<file path="src/rtl/fetch_buffer.sv">
// Instruction fetch queue: pulls 64-bit instruction pairs from memory and
// presents the two oldest instructions to the decode slots.
module fetch_buffer #(
  parameter int          DEPTH    = 8,
  parameter logic [31:0] RESET_PC = 32'h0000_0000
) (
  input  logic        clk,
  input  logic        rst_n,
  output logic        imem_req,
  output logic [31:0] imem_addr,
  input  logic        imem_rvalid,
  input  logic [63:0] imem_rdata,
  input  logic [1:0]  dec_pop,
  input  logic        flush,
  input  logic [31:0] flush_pc,
  output logic        slot0_valid,
  output logic        slot1_valid,
  output logic [31:0] slot0_instr,
  output logic [31:0] slot1_instr,
  output logic [31:0] slot0_pc,
  output logic [31:0] slot1_pc
);

  localparam int PW = $clog2(DEPTH);
  localparam int CW = PW + 1;

  logic [PW-1:0] head_q, head_d, tail_q, tail_d, head1, tail1;
  logic [CW-1:0] count_q, count_d, pop_req, pop_n, push_n;
  logic [31:0]   fetch_pc_q, fetch_pc_d, req_pc_q, req_pc_d;
  logic          skip_lo_q, skip_lo_d;
  logic          outstanding_q, outstanding_d;
  logic          discard_q, discard_d;
  logic          started_q, started_d;

  logic [31:0]   instr_mem_q [DEPTH];
  logic [31:0]   pc_mem_q    [DEPTH];

  logic          rsp_live, push_lo, push_hi, space_ok;
  logic          wr0_en, wr1_en;
  logic [31:0]   wr0_instr, wr0_pc;
  logic          unused_flush_bits;

  assign unused_flush_bits = ^flush_pc[1:0];

  assign head1 = head_q + PW'(1);
  assign tail1 = tail_q + PW'(1);

  // Slot contents are zeroed when invalid so reset drives clean outputs.
  assign slot0_valid = (count_q != '0);
  assign slot1_valid = (count_q >= CW'(2));
  assign slot0_instr = slot0_valid ? instr_mem_q[head_q] : '0;
  assign slot0_pc    = slot0_valid ? pc_mem_q[head_q]    : '0;
  assign slot1_instr = slot1_valid ? instr_mem_q[head1]  : '0;
  assign slot1_pc    = slot1_valid ? pc_mem_q[head1]     : '0;

  assign space_ok  = (count_q <= CW'(DEPTH - 2));
  assign imem_req  = started_q && !outstanding_q && !discard_q && !flush && space_ok;
  assign imem_addr = fetch_pc_q;

  assign rsp_live = imem_rvalid && outstanding_q;
  assign push_hi  = rsp_live && !discard_q && !flush;
  assign push_lo  = push_hi && !skip_lo_q;
  assign push_n   = CW'(push_lo) + CW'(push_hi);

  assign pop_req = (dec_pop == 2'd0) ? CW'(0) : (dec_pop == 2'd1) ? CW'(1) : CW'(2);
  assign pop_n   = (count_q < pop_req) ? count_q : pop_req;

  assign wr0_en    = push_hi;
  assign wr1_en    = push_lo;
  assign wr0_instr = push_lo ? imem_rdata[31:0] : imem_rdata[63:32];
  assign wr0_pc    = push_lo ? req_pc_q : req_pc_q + 32'd4;

  always_comb begin
    head_d        = head_q;
    tail_d        = tail_q;
    count_d       = count_q;
    fetch_pc_d    = fetch_pc_q;
    req_pc_d      = req_pc_q;
    skip_lo_d     = skip_lo_q;
    outstanding_d = outstanding_q;
    discard_d     = discard_q;
    started_d     = 1'b1;

    if (imem_req) begin
      fetch_pc_d    = fetch_pc_q + 32'd8;
      req_pc_d      = fetch_pc_q;
      outstanding_d = 1'b1;
    end
    if (rsp_live) begin
      outstanding_d = 1'b0;
      discard_d     = 1'b0;
    end

    // A flush only needs to drop a response that is still in flight.
    if (flush) begin
      count_d    = '0;
      head_d     = tail_q;
      fetch_pc_d = {flush_pc[31:3], 3'b000};
      skip_lo_d  = flush_pc[2];
      discard_d  = outstanding_q && !imem_rvalid;
    end else begin
      head_d  = head_q + PW'(pop_n);
      tail_d  = tail_q + PW'(push_n);
      count_d = count_q + push_n - pop_n;
      if (push_hi) skip_lo_d = 1'b0;
    end
  end

  always_ff @(posedge clk or negedge rst_n) begin
    if (!rst_n) begin
      head_q        <= '0;
      tail_q        <= '0;
      count_q       <= '0;
      fetch_pc_q    <= RESET_PC;
      req_pc_q      <= RESET_PC;
      skip_lo_q     <= 1'b0;
      outstanding_q <= 1'b0;
      discard_q     <= 1'b0;
      started_q     <= 1'b0;
    end else begin
      head_q        <= head_d;
      tail_q        <= tail_d;
      count_q       <= count_d;
      fetch_pc_q    <= fetch_pc_d;
      req_pc_q      <= req_pc_d;
      skip_lo_q     <= skip_lo_d;
      outstanding_q <= outstanding_d;
      discard_q     <= discard_d;
      started_q     <= started_d;
    end
  end

  always_ff @(posedge clk) begin
    if (wr0_en) begin
      instr_mem_q[tail_q] <= wr0_instr;
      pc_mem_q[tail_q]    <= wr0_pc;
    end
    if (wr1_en) begin
      instr_mem_q[tail1] <= imem_rdata[63:32];
      pc_mem_q[tail1]    <= req_pc_q + 32'd4;
    end
  end

endmodule

</file>
<file path="config.mk">
export PLATFORM = sky130hd
export DESIGN_NAME = fetch_buffer
export DESIGN_NICKNAME = d
export VERILOG_FILES = /design/src/rtl/fetch_buffer.sv
export SDC_FILE = /design/constraint.sdc
export NUM_CORES = 1
export LEC_CHECK = 0
export ABC_AREA = 1
export ABC_CLOCK_PERIOD_IN_PS = 9500
export CAP_MARGIN = 20
export CORE_MARGIN = 5
export CORE_UTILIZATION = 59
export CTS_CLUSTER_SIZE = 30
export DETAILED_ROUTE_END_ITERATION = 16
export PLACE_DENSITY = 0.83
export SYNTH_ARGS = -nofsm -noshare
export SYNTH_HDL_FRONTEND = slang
export SYNTH_SLANG_ARGS = --single-unit
export TNS_END_PERCENT = 10
</file>
<file path="constraint.sdc">
create_clock -name clk -period 9.5 [get_ports clk]
set_input_delay 1.9 -clock clk [delete_from_list [all_inputs] [get_ports clk]]
set_output_delay 1.9 -clock clk [all_outputs]
set_load 0.05 [all_outputs]
</file>
==> out/qor.yml <==
gp_congestion: 0.939
report.final.slew_viol_count: 0
rsz0062_at_grt: "false"
worst_hold_startpoint: "skip_lo_q$_DFFE_PN0P_"
end_kind: "output pin"
synthTopCellsByArea: "edfxtp_1, o21ai_0, nand2_1, a21oi_1, dfrtp_1"
grt_max_degree: 298
yosysTopAreaCellShare_pct: 46.2
avgSynthCellArea_um2: 8.22
layout_setup_ws_ns: 2.49
final_layout_size_suffix_gt1_share_pct: 6.43
fp.dieH_um: 244
synthFlopType: "edfxtp_1"
crit_fanout: 180
core-area_mm2: 0.0539
p_per_area_mw_per_mm2: 352
hold_viol: 0
clk-insertion-delay-late_ns: 0.63
initial_core_util_pct: 59.8
core.rowCount: 85
reg2reg_slack_ns: 6.06
die_area_mm2: 0.0594
drt_wl_total_mm: 92.3
cap_violations: 0
place_ws_ns: 3.18
syn-cell-area_mm2: 0.0322
min_path_cells: 2
path_class: "reg2out"
cts_tree: "yes"
fin_area_mm2: 0.0357
slew-limit-headroom_pct: 16.2
synth_common_cells: "o21ai_0, nand2_1, edfxtp_1"
tns_ns: 0
grt_pass1_wl_mm: 141
finalSetupViolCount: 0
hold_end: "skip_lo_q$_DFFE_PN0P_"
grt_pass1_vias: 26205
port_buffers: 255
seq_area_frac_synth_pct: 51.8
drtAntennaViolNets: 0
multi_input_area_mm2: 0.0126
nNetsFinal: 3899
hold_buffers: 0
synthCells: 3921
dr.pass1.iters: 7
synth_edf_count: 496
fin_crit_ns: 7.01
avgViaCountPerCell: 6.12
leakagePower_uw: 0.0134
ys_ff_latch: 568
reg2reg_to: "head_q[2]$_DFF_PN0_"
yosysMostFrequentCell: "o21ai_0"
cts.clk_slew.worst_paths_ns: 0.06
finClkSkew_ns: 0.0337
drcViolationCount: 0
worst_pin_slew_ns: 1.26
crit_required_ns: 7.60
antenna_found_initial: 1
cts_buffers: 56
cts.htree.levels: 2
grt_overflow: 0
outcome: "finished clean"
regArea_mm2: 0.0167
num_antenna_cells: 0
synth_area_leader_cell: "edfxtp_1"
area_growth_pct: 10.6
cts_buffer_depth: 3
ir_drop_uv: 420
rr_startpoint: "head_q[0]$_DFF_PN0_"
die_w_um: 244
fillers: 4090
worst_setup_path_start_kind: "flop"
grt_usage_pct: 29.6
hold_slack_ns: 0.537
cts.sinks: 568
placed_area_mm2: 0.0339
ys_types: 35
vias: 27660
yosysWarnings: 0
drt_iter0_drc: 3456
io_pins: 265
rr_worst_depth: 8
post_cts_resize_count: 0
cp.arrival_ns: 5.11
fin_crit_sh_pct: 73.8
dp_hpwl_mm: 50.9
post-cts-setup-buffers: 0
holdCritPathClass: "reg2reg"
fmax_mhz: 143
routedWlPerCell_um: 20.4
synth_async_sr_flop_share_pct: 12.7
cts-root-buf: "clkbuf_16"
[per-stage QoR]
step	power, uW	std cells	utilization (%)
detailed placement	10200	4418	62.8
floorplan	8250	3927	-
CTS	12500	4520	66.1
global route	13100	4520	66.1
global placement	10100	4418	62.8
finish	12500	4520	66.1
[how the worst max path moves through the flow]
stage	depth (start not counted)	to	from
3_5_place_dp	7	slot1_pc[27]	head_q[1]$_DFF_PN0_
5_1_grt	7	slot1_pc[30]	head_q[1]$_DFF_PN0_
6_report	7	slot1_pc[27]	head_q[1]$_DFF_PN0_
3_3_place_gp	7	slot1_pc[27]	head_q[1]$_DFF_PN0_
2_1_floorplan	6	instr_mem_q[2][0]$_DFFE_PP_	flush
4_1_cts	7	slot1_pc[27]	head_q[1]$_DFF_PN0_
[placed cells by master, fill, tap and decap left out, types with 10 or more instances in the layout]
master and instances:
clkdlybuf4s50_1 254, inv_1 212, nor3_1 63, clkbuf_16 57, dfrtp_1 70, edfxtp_1 496
nand3_1 116, clkbuf_1 20, buf_4 37, a21oi_1 376, xor2_1 10, o21ai_0 714
or2_2 62, o21ai_2 31, o21ai_1 197, nor2_1 301, ha_1 12, nand2_1 711
[logic make-up after synthesis]
group	count (synthesis)	share of synthesized area, %
adders and majority gates	17	0.753
buffers and inverters	716	9.63
DFF	568	51.8
xor gates and xnor gates	15	0.431
AOI/OAI and AO/OA	1333	21.1
and+or+nand+nor	1270	16.2
other	2	0.0233
[cell type report]
cell class,count,area share (%)
clock buffer,83,4.44
clock inverter,19,0.628
inverter,218,2.33
multi-input combinational,2643,35.3
sequential,568,46.8
tap,696,2.44
timing repair buffer,293,8.02
[worst max-delay path, stage by stage (launching register included)]
cell	delay [ns]
dfrtp_4	1.14
ha_4	0.77
buf_12	0.73
o21ai_0	0.17
o21ai_0	0.19
a21oi_1	0.07
nor3_1	0.42
clkdlybuf4s50_1	0.91
[registers in the layout, summed over array words and instances, names as in the netlist, 3 cells and up]
signal       cells
imem_addr       29
pc_mem_q       240
tail_q           3
instr_mem_q    256
count_q          4
head_q           3
req_pc_q        29
[report_power, final]
part           leakage, uW  internal, uW  total (uW)  switching, uW
Clock             0.000873          1260        2210            947
Combinational      0.00711          1990        6870           4890
Sequential         0.00539          3080        3460            380
Total               0.0134          6330       12500           6210
[per-layer routing]
layer / share of wire (%) / global-route usage, %
met2: 46 / 48.2
met1: 38 / 39.2
met3: 12 / 5.34
met5: 0.014 / 0
met4: 4.3 / 13.4
(Power assumes the default switching activity.)
